<file path="src/rtl/video_pkg.sv">
// Shared definitions for the video pattern source: pattern codes, the
// colour-bar palette, RGB field packing and the source FSM state type.
package video_pkg;

  localparam int RGB_W = 24;
  localparam int R_LSB = 16;
  localparam int G_LSB = 8;
  localparam int B_LSB = 0;

  localparam logic [1:0] PAT_BARS  = 2'd0;
  localparam logic [1:0] PAT_SOLID = 2'd1;
  localparam logic [1:0] PAT_RAMP  = 2'd2;
  localparam logic [1:0] PAT_CHECK = 2'd3;

  // Colour bars, left to right
  localparam logic [RGB_W-1:0] BAR_WHITE   = 24'hFFFFFF;
  localparam logic [RGB_W-1:0] BAR_YELLOW  = 24'hFFFF00;
  localparam logic [RGB_W-1:0] BAR_CYAN    = 24'h00FFFF;
  localparam logic [RGB_W-1:0] BAR_GREEN   = 24'h00FF00;
  localparam logic [RGB_W-1:0] BAR_MAGENTA = 24'hFF00FF;
  localparam logic [RGB_W-1:0] BAR_RED     = 24'hFF0000;
  localparam logic [RGB_W-1:0] BAR_BLUE    = 24'h0000FF;
  localparam logic [RGB_W-1:0] BAR_BLACK   = 24'h000000;

  typedef enum logic {
    ST_IDLE   = 1'b0,
    ST_STREAM = 1'b1
  } src_state_e;

  // Pack three 8-bit channels into the stream pixel layout
  function automatic logic [RGB_W-1:0] rgb(input logic [7:0] r, input logic [7:0] g,
                                           input logic [7:0] b);
    logic [RGB_W-1:0] p;
    p = '0;
    p[R_LSB +: 8] = r;
    p[G_LSB +: 8] = g;
    p[B_LSB +: 8] = b;
    return p;
  endfunction

  function automatic logic [RGB_W-1:0] bar_color(input logic [2:0] idx);
    logic [RGB_W-1:0] c;
    case (idx)
      3'd0:    c = BAR_WHITE;
      3'd1:    c = BAR_YELLOW;
      3'd2:    c = BAR_CYAN;
      3'd3:    c = BAR_GREEN;
      3'd4:    c = BAR_MAGENTA;
      3'd5:    c = BAR_RED;
      3'd6:    c = BAR_BLUE;
      default: c = BAR_BLACK;
    endcase
    return c;
  endfunction

endpackage

</file>
<file path="src/rtl/video_raster_counter.sv">
// Raster position tracker: x/y pixel counters plus a bar index driven by an
// in-bar counter, so the colour-bar index needs no divider. The counters
// describe the pixel currently presented; the *_nxt outputs give the position
// that will be presented after this clock edge (equal to the current one
// when advance is low).
module video_raster_counter
  import video_pkg::*;
#(
  parameter int H_ACTIVE = 1280,
  parameter int V_ACTIVE = 720
) (
  input  logic        clk,
  input  logic        rst,
  input  logic        advance,
  output logic [15:0] x_nxt,
  output logic [15:0] y_nxt,
  output logic [2:0]  bar_nxt,
  output logic        sof_nxt,
  output logic        eol_nxt,
  output logic        eof
);

  localparam int BAR_W = H_ACTIVE / 8;
  localparam logic [15:0] H_LAST   = 16'(H_ACTIVE - 1);
  localparam logic [15:0] V_LAST   = 16'(V_ACTIVE - 1);
  localparam logic [15:0] BAR_LAST = 16'(BAR_W - 1);

  logic [15:0] x_q, y_q, in_bar_q;
  logic [2:0]  bar_q;
  logic [15:0] x_n, y_n, in_bar_n;
  logic [2:0]  bar_n;
  logic        eol;

  assign eol = (x_q == H_LAST);
  assign eof = eol && (y_q == V_LAST);

  // Next-position logic; the last bar keeps counting so it absorbs the remainder
  always_comb begin
    x_n      = x_q;
    y_n      = y_q;
    bar_n    = bar_q;
    in_bar_n = in_bar_q;
    if (advance) begin
      if (eol) begin
        x_n      = '0;
        bar_n    = '0;
        in_bar_n = '0;
        y_n      = (y_q == V_LAST) ? '0 : y_q + 16'd1;
      end else begin
        x_n = x_q + 16'd1;
        if ((in_bar_q == BAR_LAST) && (bar_q != 3'd7)) begin
          bar_n    = bar_q + 3'd1;
          in_bar_n = '0;
        end else begin
          in_bar_n = in_bar_q + 16'd1;
        end
      end
    end
  end

  // Position registers
  always_ff @(posedge clk) begin
    if (rst) begin
      x_q      <= '0;
      y_q      <= '0;
      bar_q    <= '0;
      in_bar_q <= '0;
    end else begin
      x_q      <= x_n;
      y_q      <= y_n;
      bar_q    <= bar_n;
      in_bar_q <= in_bar_n;
    end
  end

  assign x_nxt   = x_n;
  assign y_nxt   = y_n;
  assign bar_nxt = bar_n;
  assign sof_nxt = (x_n == 16'd0) && (y_n == 16'd0);
  assign eol_nxt = (x_n == H_LAST);

endmodule

</file>
<file path="src/rtl/axis_video_pattern_src.sv">
// AXI4-Stream video pattern source. Streams whole active-video frames of
// 24-bit RGB test patterns; TUSER marks start of frame, TLAST end of line.
// The pattern is latched only at frame boundaries and frames are never cut
// short except by reset.
//
// Handshake: a beat transfers on a clock edge where M_AXIS_TVALID and
// M_AXIS_TREADY are both 1. Once TVALID is raised, TVALID/TDATA/TUSER/TLAST
// hold unchanged until that transfer; TVALID never depends on TREADY.
module axis_video_pattern_src
  import video_pkg::*;
#(
  parameter int H_ACTIVE             = 1280,
  parameter int V_ACTIVE             = 720,
  parameter int C_M_AXIS_TDATA_WIDTH = 24,
  parameter int CHECKER_LOG2         = 5
) (
  input  logic                            M_AXIS_ACLK,
  input  logic                            M_AXIS_ARESET,
  input  logic                            enable,
  input  logic [1:0]                      pattern_sel,
  input  logic [RGB_W-1:0]                solid_color,
  output logic [C_M_AXIS_TDATA_WIDTH-1:0] M_AXIS_TDATA,
  output logic                            M_AXIS_TVALID,
  input  logic                            M_AXIS_TREADY,
  output logic                            M_AXIS_TLAST,
  output logic                            M_AXIS_TUSER,
  output logic                            busy,
  output logic                            frame_done,
  output logic [15:0]                     frame_count,
  output src_state_e                      state_dbg
);

  src_state_e       state;
  logic [1:0]       pat_q;
  logic [RGB_W-1:0] solid_q;
  logic [RGB_W-1:0] tdata_q;
  logic             tvalid_q, tuser_q, tlast_q, busy_q, frame_done_q;
  logic [15:0]      frame_cnt_q;

  logic             accept, latch;
  logic [1:0]       pat_eff;
  logic [RGB_W-1:0] solid_eff, pix_nxt;
  logic [15:0]      x_nxt, y_nxt;
  logic [2:0]       bar_nxt;
  logic             sof_nxt, eol_nxt, eof;

  assign accept = tvalid_q && M_AXIS_TREADY;
  // Pattern is (re)latched when a frame is about to begin
  assign latch = enable && ((state == ST_IDLE) || (accept && eof));
  assign pat_eff   = latch ? pattern_sel : pat_q;
  assign solid_eff = latch ? solid_color : solid_q;

  video_raster_counter #(
    .H_ACTIVE(H_ACTIVE),
    .V_ACTIVE(V_ACTIVE)
  ) u_raster (
    .clk    (M_AXIS_ACLK),
    .rst    (M_AXIS_ARESET),
    .advance(accept),
    .x_nxt  (x_nxt),
    .y_nxt  (y_nxt),
    .bar_nxt(bar_nxt),
    .sof_nxt(sof_nxt),
    .eol_nxt(eol_nxt),
    .eof    (eof)
  );

  function automatic logic [RGB_W-1:0] pixel_color(input logic [1:0] pat,
                                                   input logic [RGB_W-1:0] solid,
                                                   input logic [15:0] x,
                                                   input logic [15:0] y,
                                                   input logic [2:0] bar);
    logic [RGB_W-1:0] c;
    case (pat)
      PAT_BARS:  c = bar_color(bar);
      PAT_SOLID: c = solid;
      PAT_RAMP:  c = rgb(x[7:0], x[7:0], x[7:0]);
      PAT_CHECK: c = (x[CHECKER_LOG2] ^ y[CHECKER_LOG2]) ? BAR_WHITE : BAR_BLACK;
      default:   c = BAR_BLACK;
    endcase
    return c;
  endfunction

  // Colour of the pixel that will be presented after this edge
  assign pix_nxt = pixel_color(pat_eff, solid_eff, x_nxt, y_nxt, bar_nxt);

  // Source FSM with registered stream outputs
  always_ff @(posedge M_AXIS_ACLK) begin
    if (M_AXIS_ARESET) begin
      state        <= ST_IDLE;
      pat_q        <= '0;
      solid_q      <= '0;
      tvalid_q     <= 1'b0;
      tdata_q      <= '0;
      tuser_q      <= 1'b0;
      tlast_q      <= 1'b0;
      busy_q       <= 1'b0;
      frame_done_q <= 1'b0;
    end else begin
      frame_done_q <= 1'b0;
      case (state)
        ST_IDLE: begin
          if (enable) begin
            pat_q    <= pattern_sel;
            solid_q  <= solid_color;
            state    <= ST_STREAM;
            busy_q   <= 1'b1;
            tvalid_q <= 1'b1;
            tdata_q  <= pix_nxt;
            tuser_q  <= sof_nxt;
            tlast_q  <= eol_nxt;
          end
        end
        ST_STREAM: begin
          if (accept) begin
            if (eof) begin
              frame_done_q <= 1'b1;
              if (enable) begin
                pat_q    <= pattern_sel;
                solid_q  <= solid_color;
                tdata_q  <= pix_nxt;
                tuser_q  <= sof_nxt;
                tlast_q  <= eol_nxt;
              end else begin
                state    <= ST_IDLE;
                busy_q   <= 1'b0;
                tvalid_q <= 1'b0;
                tdata_q  <= '0;
                tuser_q  <= 1'b0;
                tlast_q  <= 1'b0;
              end
            end else begin
              tdata_q <= pix_nxt;
              tuser_q <= sof_nxt;
              tlast_q <= eol_nxt;
            end
          end
        end
        default: state <= ST_IDLE;
      endcase
    end
  end

  // Completed-frame counter, wraps naturally at 16 bits
  always_ff @(posedge M_AXIS_ACLK) begin
    if (M_AXIS_ARESET) begin
      frame_cnt_q <= '0;
    end else if (accept && eof) begin
      frame_cnt_q <= frame_cnt_q + 16'd1;
    end
  end

  assign M_AXIS_TDATA  = tdata_q;
  assign M_AXIS_TVALID = tvalid_q;
  assign M_AXIS_TUSER  = tuser_q;
  assign M_AXIS_TLAST  = tlast_q;
  assign busy          = busy_q;
  assign frame_done    = frame_done_q;
  assign frame_count   = frame_cnt_q;
  assign state_dbg     = state;

endmodule

</file>
<file path="config.mk">
export PLATFORM = sky130hd
export DESIGN_NAME = axis_video_pattern_src
export DESIGN_NICKNAME = d
export VERILOG_FILES = /design/src/rtl/video_pkg.sv /design/src/rtl/video_raster_counter.sv /design/src/rtl/axis_video_pattern_src.sv
export SDC_FILE = /design/constraint.sdc
export NUM_CORES = 1
export LEC_CHECK = 0
export CAP_MARGIN = 20
export CORE_MARGIN = 2
export CORE_UTILIZATION = 55
export CTS_BUF_LIST = sky130_fd_sc_hd__clkbuf_16
export CTS_CLUSTER_DIAMETER = 30
export CTS_CLUSTER_SIZE = 10
export DETAILED_ROUTE_END_ITERATION = 8
export PLACE_DENSITY = 0.85
export REMOVE_ABC_BUFFERS = 1
export SLEW_MARGIN = 30
export SYNTH_ARGS = -nofsm -noshare
export SYNTH_HDL_FRONTEND = slang
export SYNTH_HIERARCHICAL = 1
export SYNTH_SLANG_ARGS = --single-unit
</file>
<file path="constraint.sdc">
create_clock -name M_AXIS_ACLK -period 4.74 [get_ports M_AXIS_ACLK]
set_input_delay 1.422 -clock M_AXIS_ACLK [delete_from_list [all_inputs] [get_ports M_AXIS_ACLK]]
set_output_delay 1.422 -clock M_AXIS_ACLK [all_outputs]
set_load 0.03 [all_outputs]
</file>
# Yosys cells after proc, flatten, opt, wreduce, memory -nomap -nowiden
# Cells that the tools add are included.
# classes
n_addsub	5
eq_ne	18
mux	48
bitwise	3
reduce_logical	15
# op_table
operator	count
$mux 24	9
$pmux 24 s7	1
$mux 16	7
$pmux 24 s2	2
$pmux 24 s4	1
$add 16x1->16 const B	4
$eq 16x11->1 const B	2
$logic_not 16->1	2
$eq 16x10->1 const B	1
$eq 16x8->1 const B	1
$mux 1	16
$eq 3x3->1 const B	3
$mux 3	3
$mux 2	4
$pmux 1 s2	4
$eq 3x2->1 const B	2
$logic_and 1x1->1	6
$eq 2x2->1 const B	2
$ne 2x1->1 const B	2
$ne 2x2->1 const B	2
$pmux 2 s2	1
$reduce_and 2->1	2
$reduce_and 4->1	1
$add 3x1->3 const B	1
other kinds (9)	10
# word_totals
reg_bits	122
output_inout_bits	46

# Longest topological paths before layout
# Gate-level depths: netlist of the first run.
# depth
ltp_word	12
ltp_mapped	13

# By module
# The synthesis of the first run kept the hierarchy.
# by_module_without_submodules
module	instances	cells_per_inst	area_per_inst_um2
axis_video_pattern_src	1	359	3154.3
video_raster_counter	1	353	2821.5

# Worst setup path before layout of the first run
# OpenSTA, ideal clock, no wires.
# synth_path
path_kind	input port to flip-flop
startpoint	input port M_AXIS_TREADY
endpoint	register tdata_q[10] (netlist: M_AXIS_TDATA[10])
setup_time_ns	0.123
arrival_ns	3.964
required_ns	4.617
setup_slack_ns	0.653
path_stages	13
path_buffers	1
cell_sequence	nand2_1 > inv_1 > nand4_1 > and4b_1 > buf_1 > nand3_1 > xor2_1 > inv_1 > xor2_1 > and3_1 > o32a_4 > a21oi_1 > o21ai_1
# synth_lines
item	line_no	rtl
start, declared	axis_video_pattern_src.sv:24	input logic M_AXIS_TREADY,
$logic_and 1x1->1 (*)	axis_video_pattern_src.sv:47	assign accept = tvalid_q && M_AXIS_TREADY;
via accept	axis_video_pattern_src.sv:40	logic accept, latch;
$mux 16 (*)	video_raster_counter.sv:43	if (advance) begin
via y_nxt[5]	axis_video_pattern_src.sv:43	logic [15:0] x_nxt, y_nxt;
$xor 1x1->1 (*)	axis_video_pattern_src.sv:78	PAT_CHECK: c = (x[CHECKER_LOG2] ^ y[CHECKER_LOG2]) ? BAR_WHITE : BAR_BLACK;
$mux 24 (*)	axis_video_pattern_src.sv:78	
$pmux 24 s4 (*)	axis_video_pattern_src.sv:74	case (pat)
$mux 24	axis_video_pattern_src.sv:118	if (enable) begin
$mux 24	axis_video_pattern_src.sv:116	if (eof) begin
$mux 24	axis_video_pattern_src.sv:115	if (accept) begin
$pmux 24 s2 (*)	axis_video_pattern_src.sv:101	case (state)
end signal, assigned	axis_video_pattern_src.sv:109	tdata_q <= pix_nxt;
end signal, assigned	axis_video_pattern_src.sv:121	tdata_q <= pix_nxt;
end signal, assigned	axis_video_pattern_src.sv:133	tdata_q <= pix_nxt;
end, declared	axis_video_pattern_src.sv:36	logic [RGB_W-1:0] tdata_q;
# The timed path passes the listed nets; every way through them passes the cells marked *. The select of a mux whose other input is x is not followed.
# A chain may end at the register's enable or synchronous reset.

# Worst setup path after layout of the first run
# layout_path
startpoint	input port M_AXIS_TREADY
endpoint	register tdata_q[20] (netlist: M_AXIS_TDATA[20])
# Same word-level chain as after synthesis.

==> PnR_summary.wiki, run 1 <==
{| class="wikitable"
! Metric !! Value
|-
| Number of port buffers || 75
|-
| IO Count || 76
|-
| Area of placed instances || 0.00670 sq mm
|-
| Buffers inserted by post-CTS timing repair || 0
|-
| Leakage power of the design || 2.74 nW
|-
| Layout fillers || 764
|-
| Avg Vias per Cell || 6.10
|-
| Post-Route M1 WL || 6470 microns
|-
| Total iterations of the first detailed-routing run || 5
|-
| Slew Limit Headroom || 34.9%
|-
| Element type at the critical path end || register
|-
| Transition time at the pin with the least slew margin || 976 ps
|-
| Cells after Synth || 698
|-
| Wire length on met2 || 7350 microns
|-
| Sum of overflow across all layers after global routing || 0
|-
| Die height || 108 microns
|-
| Avg Cell Area, Syn || 8.49 sq um
|-
| Total routing resource utilization after global routing || 27.3%
|-
| Highest achievable clock rate || 230 MHz
|-
| Type of element launching the critical path || input pin
|-
| Post-synthesis cell area || 0.00592 sq mm
|-
| Power density normalized to cell area || 372 mW/mm^2
|-
| Largest net degree at the start of global routing || 35
|-
| DRC violations left || 0
|-
| Gp weighted congestion || 0.927
|-
| Max layer used || met4
|-
| Routed wire length || 15200 microns
|-
| Leading cell type in the layout, fill and taps excluded || dfxtp_1
|-
| Fraction of the cycle the final worst path needs || 91.6%
|-
| Minimum clock period || 4340 ps
|-
| Number of rows created at floorplan || 37
|-
| Routed met3 length || 992 microns
|-
| Clock edge transition at the registers on the reported setup and hold paths || 50 ps
|-
| Number of nets still failing antenna checks after routing || 0
|-
| Data required time of the critical path || 5010 ps
|-
| Final Max Tran Viols || 0
|-
| Crit path max fanout || 9
|-
| Clock tree from TritonCTS || yes
|-
| CTS-repair resized insts || 0
|-
| Aggregate negative setup slack || 0 ps
|-
| Top library cells by usage in the layout, fill and taps aside || dfxtp_1, nand2_1, clkdlybuf4s50_1
|-
| Proportion of layout cells with a drive suffix above 1 || 8.39%
|-
| Yosys warning total || 6
|-
| Global-route wire length before repair || 25100 microns
|-
| Worst clock skew on the final layout || 10.0 ps
|-
| Area of the die || 0.0116 sq mm
|-
| TritonCTS buffer count || 17
|-
| Path category of the worst min-delay check || register to register
|-
| Maximum level of the CTS H-tree || 4
|-
| Hold buffers post-CTS || 0
|-
| Kind of critical path || input pin to register
|-
| Number of diodes added for antenna fixing || 0
|-
| Clock Sinks || 122
|-
| Final instance area || 0.00729 sq mm
|-
| Clk Latency, worst-skew pair || 420 ps
|-
| Longest Clk Path Bufs || 2
|-
| Setup-failing EPs final || 0
|-
| Width of the die || 108 microns
|-
| Number of global-route vias before repair || 5369
|-
| Total Nets Final || 798
|-
| Placed wire-length estimate || 10300 microns
|-
| Peak ir drop on the vdd network || 0.256 mV
|-
| Initial Util || 57.1%
|-
| Number of DRC violations after detailed-routing iteration 0 || 437
|-
| RSZ-0062 raised after global routing || no
|-
| Final Hold Slack || 456 ps
|-
| Per-cell routed wire length || 16.7 microns
|-
| Vias after detailed routing || 5554
|-
| Cell at the root of the clock tree || clkbuf_16
|-
| Setup slack on the worst flop-to-flop path || 1210 ps
|-
| CP arrival || 4610 ps
|-
| Result of the run || complete, no violations
|-
| Area of the placeable core || 0.0104 sq mm
|-
| Max-cap violation count || 0
|-
| Signed area change from the synthesized netlist to the final layout || 23.0%
|-
| Initial antenna violation count || 0
|-
| Final hold vios || 0
|}
-- critical path, cell delays in order --
cell	delay, ps
clkdlybuf4s50_1	570
nand2_1	160
inv_1	120
nand4_1	150
and4b_1	510
nand3_1	140
xor2_1	280
inv_1	110
xor2_1	180
and3_1	210
o32a_4	370
a21oi_1	260
o21ai_1	120
-- worst paths after layout --
check	startpoint	end	cells past startpoint
worst max-delay path	M_AXIS_TREADY	M_AXIS_TDATA[20]	13
worst min-delay path	solid_q[7]	solid_q[7]	2
worst max register to register	u_raster/x_q[11]	M_AXIS_TDATA[20]	9
worst min register to register	solid_q[7]	solid_q[7]	2
-- area by class of cell --
cell class              instances  area, sq um  area share (%)
multi-input cells             525         3230            44.4
well taps                     136          170            2.34
clock inverters                15          158            2.16
flip-flops and latches        122         2440            33.5
repair buffers                 84          813            11.2
clock buffers                  17          425            5.84
inverters                      12         45.0           0.618
-- per-layer routing --
| layer | global-route usage, % | vias to the layer above |
|---|---|---|
| met4 | 10.9 | 0 |
| met5 | 0 | - |
| met1 | 34.0 | 2643 |
| met3 | 7.32 | 36 |
| li1 | - | 2634 |
| met2 | 44.7 | 241 |
-- metrics by stage --
stage	util [%]	worst slack, ps	total power, W	instances
floorplan	-	163	0.00130	659
global placement	64.6	227	0.00144	879
detailed placement	64.6	78.7	0.00145	879
CTS	70.3	467	0.00271	911
global route	70.3	183	0.00279	911
finish	70.3	399	0.00271	911
-- power by group --
part           internal [W]  switching, W  leakage (nW)  total [W]
combinational      0.000135      0.000192          1.48   0.000327
sequential          0.00107     0.0000321         0.994    0.00110
clock              0.000813      0.000462         0.271    0.00128
-- flip-flops by register name (all words and copies together), names as in the netlist, 2 cells and up --
signal,cells
u_raster/x_q,16
u_raster/y_q,16
frame_count,16
solid_q,24
u_raster/bar_q,3
pat_q,2
u_raster/in_bar_q,16
M_AXIS_TDATA,24
(Power assumes the default switching activity.)
==> run 2: changes to the inputs <==
SETUP_SLACK_MARGIN = 0.02   (was not set)
==> results of run 2 <==
No change in the layout: final DEF, timing and power equal those of run 1.
==> run 3: changes to the inputs <==
CAP_MARGIN = 25   (was 20)
REMOVE_ABC_BUFFERS = not set   (was 1)
TNS_END_PERCENT = 30   (was not set)
==> run 3 against run 2 <==
Effect of this change: register-to-register slack worse by 170 ps; worst hold slack about the same; flip-flop and latch count unchanged; routed wire length shrank 0.22%; fmax up 3.2%; clock skew is 1.9 ps lower; first-iteration DRC count up 8.7%; total power down 2.6%; setup slack gained 130 ps; non-clock buffer count is 3 higher; die area did not move; via count shrank 0.38%.
==> PnR_summary.wiki, run 3 (synthesized netlist as in run 1, its figures left out) <==
{| class="wikitable"
! Metric !! Value
|-
| Layout fillers || 801 (was 764)
|-
| Peak ir drop on the vdd network || 0.311 mV (was 0.256 mV)
|-
| Leakage power of the design || 2.76 nW (was 2.74 nW)
|-
| CTS-repair resized insts || 0 (unchanged)
|-
| Highest achievable clock rate || 238 MHz (was 230 MHz)
|-
| Vias after detailed routing || 5533 (was 5554)
|-
| DRC violations left || 0 (unchanged)
|-
| Clock edge transition at the registers on the reported setup and hold paths || 60 ps (was 50 ps)
|-
| Total Nets Final || 801 (was 798)
|-
| TritonCTS buffer count || 17 (unchanged)
|-
| Placed wire-length estimate || 10300 microns (about the same)
|-
| RSZ-0062 raised after global routing || no (unchanged)
|-
| Routed wire length || 15200 microns (about the same)
|-
| Element type at the critical path end || register (unchanged)
|-
| Setup-failing EPs final || 0 (unchanged)
|-
| Final hold vios || 0 (unchanged)
|-
| Per-cell routed wire length || 16.6 microns (was 16.7 microns)
|-
| Count of buffering cells on the critical path with inverters included || 3 (unchanged)
|-
| Minimum clock period || 4210 ps (was 4340 ps)
|-
| Slew Limit Headroom || 37.7% (was 34.9%)
|-
| Initial antenna violation count || 0 (unchanged)
|-
| Type of element launching the critical path || input pin (unchanged)
|-
| Combinational group share of total power || 12.4% (was 12.1%)
|-
| Kind of critical path || input pin to register (unchanged)
|-
| Leading cell type in the layout, fill and taps excluded || dfxtp_1 (unchanged)
|-
| Largest net degree at the start of global routing || 93 (was 35)
|-
| Maximum level of the CTS H-tree || 4 (unchanged)
|-
| Total iterations of the first detailed-routing run || 6 (was 5)
|-
| Number of port buffers || 75 (unchanged)
|-
| Final Hold Slack || 456 ps (about the same)
|-
| Path category of the worst min-delay check || register to register (unchanged)
|-
| Longest Clk Path Bufs || 2 (unchanged)
|-
| Cell family contributing the most delay on the critical path || simple AND/OR/NAND/NOR gates (unchanged)
|-
| Total routing resource utilization after global routing || 26.8% (was 27.3%)
|-
| Proportion of power drawn by the clock network || 45.6% (was 47.1%)
|-
| Setup WS post-layout || 532 ps (was 399 ps)
|-
| Number of global-route vias before repair || 5163 (was 5369)
|-
| Signed area change from the synthesized netlist to the final layout || 22.8% (was 23.0%)
|-
| CP arrival || 4480 ps (was 4610 ps)
|-
| Area of the placeable core || 0.0104 sq mm (unchanged)
|-
| Aggregate negative setup slack || 0 ps (unchanged)
|-
| Switching power summed over all nets || 0.000711 W (was 0.000687 W)
|-
| Clock tree from TritonCTS || yes (unchanged)
|-
| Avg Vias per Cell || 6.05 (was 6.10)
|-
| Crit path max fanout || 8 (was 9)
|-
| Switching part of the total || 27.0% (was 25.4%)
|-
| IO Count || 76 (unchanged)
|-
| Clk Latency, worst-skew pair || 420 ps (about the same)
|-
| Seq pwr share || 42.0% (was 40.8%)
|-
| Buffers inserted by post-CTS timing repair || 0 (unchanged)
|-
| Total power || 0.00264 W (was 0.00271 W)
|-
| CP Cell Sequence || clkdlybuf4s50_1 -> nand2_1 -> inv_1 -> nand4_1 -> and4b_1 -> nand3_1 -> xor2_1 -> inv_1 -> xor2_1 -> and3_1 -> o32a_4 -> a21oi_1 -> o21ai_1 (unchanged)
|-
| Worst clock skew on the final layout || 8.10 ps (was 10.0 ps)
|-
| Transition time at the pin with the least slew margin || 935 ps (was 976 ps)
|-
| Width of the die || 108 microns (unchanged)
|-
| Fraction of the cycle the final worst path needs || 88.8% (was 91.6%)
|-
| Initial Util || 57.1% (unchanged)
|-
| Final Max Tran Viols || 0 (unchanged)
|-
| Library cell contributing the largest single delay on the critical path || clkdlybuf4s50_1 (unchanged)
|-
| Number of diodes added for antenna fixing || 0 (unchanged)
|-
| Sum of overflow across all layers after global routing || 0 (unchanged)
|-
| Post-layout util || 70.2% (was 70.3%)
|-
| Die height || 108 microns (unchanged)
|-
| Internal power || 0.00193 W (was 0.00202 W)
|-
| Number of rows created at floorplan || 37 (unchanged)
|-
| Power density normalized to cell area || 363 mW/mm^2 (was 372 mW/mm^2)
|-
| Cell at the root of the clock tree || clkbuf_16 (unchanged)
|-
| Proportion of layout cells with a drive suffix above 1 || 9.00% (was 8.39%)
|-
| Data required time of the critical path || 5020 ps (was 5010 ps)
|-
| Top library cells by usage in the layout, fill and taps aside || dfxtp_1, nand2_1, clkdlybuf4s50_1 (unchanged)
|-
| Number of nets still failing antenna checks after routing || 0 (unchanged)
|-
| Area of the die || 0.0116 sq mm (unchanged)
|-
| Clock Sinks || 122 (unchanged)
|-
| Hold buffers post-CTS || 0 (unchanged)
|-
| Post-synth net total || 734
|-
| Max-cap violation count || 0 (unchanged)
|-
| Gp weighted congestion || 0.885 (was 0.927)
|-
| Number of DRC violations after detailed-routing iteration 0 || 475 (was 437)
|-
| Result of the run || complete, no violations (unchanged)
|-
| Pre-CTS WS || 211 ps (was 78.7 ps)
|-
| Maximum single-stage delay on the critical path || 480 ps (was 570 ps)
|-
| Global-route wire length before repair || 24500 microns (was 25100 microns)
|}
## run 3: cell types whose count changed in the layout (fill, tap and decap cells not counted), sizes merged
cell	delta
clkinvlp	-3
bufinv	-2
inv	+3
buf	+3
clkinv	+2
## run 3: power groups by stage
stage | registers [W] | logic [W] | clock network [W]
final | 0.00111 | 0.000328 | 0.00120
after global routing | 0.00111 | 0.000349 | 0.00127
after CTS | 0.00111 | 0.000327 | 0.00121
after detailed placement | 0.00113 | 0.000326 | 0
after global placement | 0.00113 | 0.000320 | 0
after floorplan | 0.00118 | 0.000144 | 0
## run 3: tightest hold or removal path: cells and delay by family (launching register included)
family,cells,cell delay [ps]
flip-flops,1,310
AND/OR/NAND/NOR,1,50
AO/OA/AOI/OAI,1,50
## run 3: path summary, 6_finish.rpt
kind,startpoint,to,slack (ps),cells after the start
worst max-delay path,M_AXIS_TREADY,M_AXIS_TDATA[21],530,13
worst min-delay path,solid_q[16],solid_q[16],460,2
worst min register to register,solid_q[16],solid_q[16],460,2
worst max register to register,u_raster/y_q[4],M_AXIS_TDATA[1],1040,10
## run 3: metal layers
metal / GRT usage (%) / vias up / wire length, microns / part of all wire, %
met1: 34.2 / 2611 / 6530 / 43
met4: 11.3 / 0 / 347 / 2.3
li1: - / 2650 / - / -
met5: 0 / - / 0 / 0
met2: 42.7 / 237 / 7220 / 48
met3: 7.32 / 35 / 1050 / 6.9
## run 3: layout make-up
class	instances	area, sq um	area share [%]
Clock inverter	15	125	1.72
Sequential cell	122	2440	33.6
Multi-Input combinational cell	525	3230	44.4
Inverter	12	45.0	0.619
Timing Repair Buffer	87	836	11.5
Tap cell	136	170	2.34
Clock buffer	17	425	5.85
## run 3: metrics by stage
stage | cells | area (sq um)
detailed placement | 882 | 6730
finish | 914 | 7280
CTS | 914 | 7280
global placement | 882 | 6730
global route | 914 | 7280
floorplan | 698 | 5920
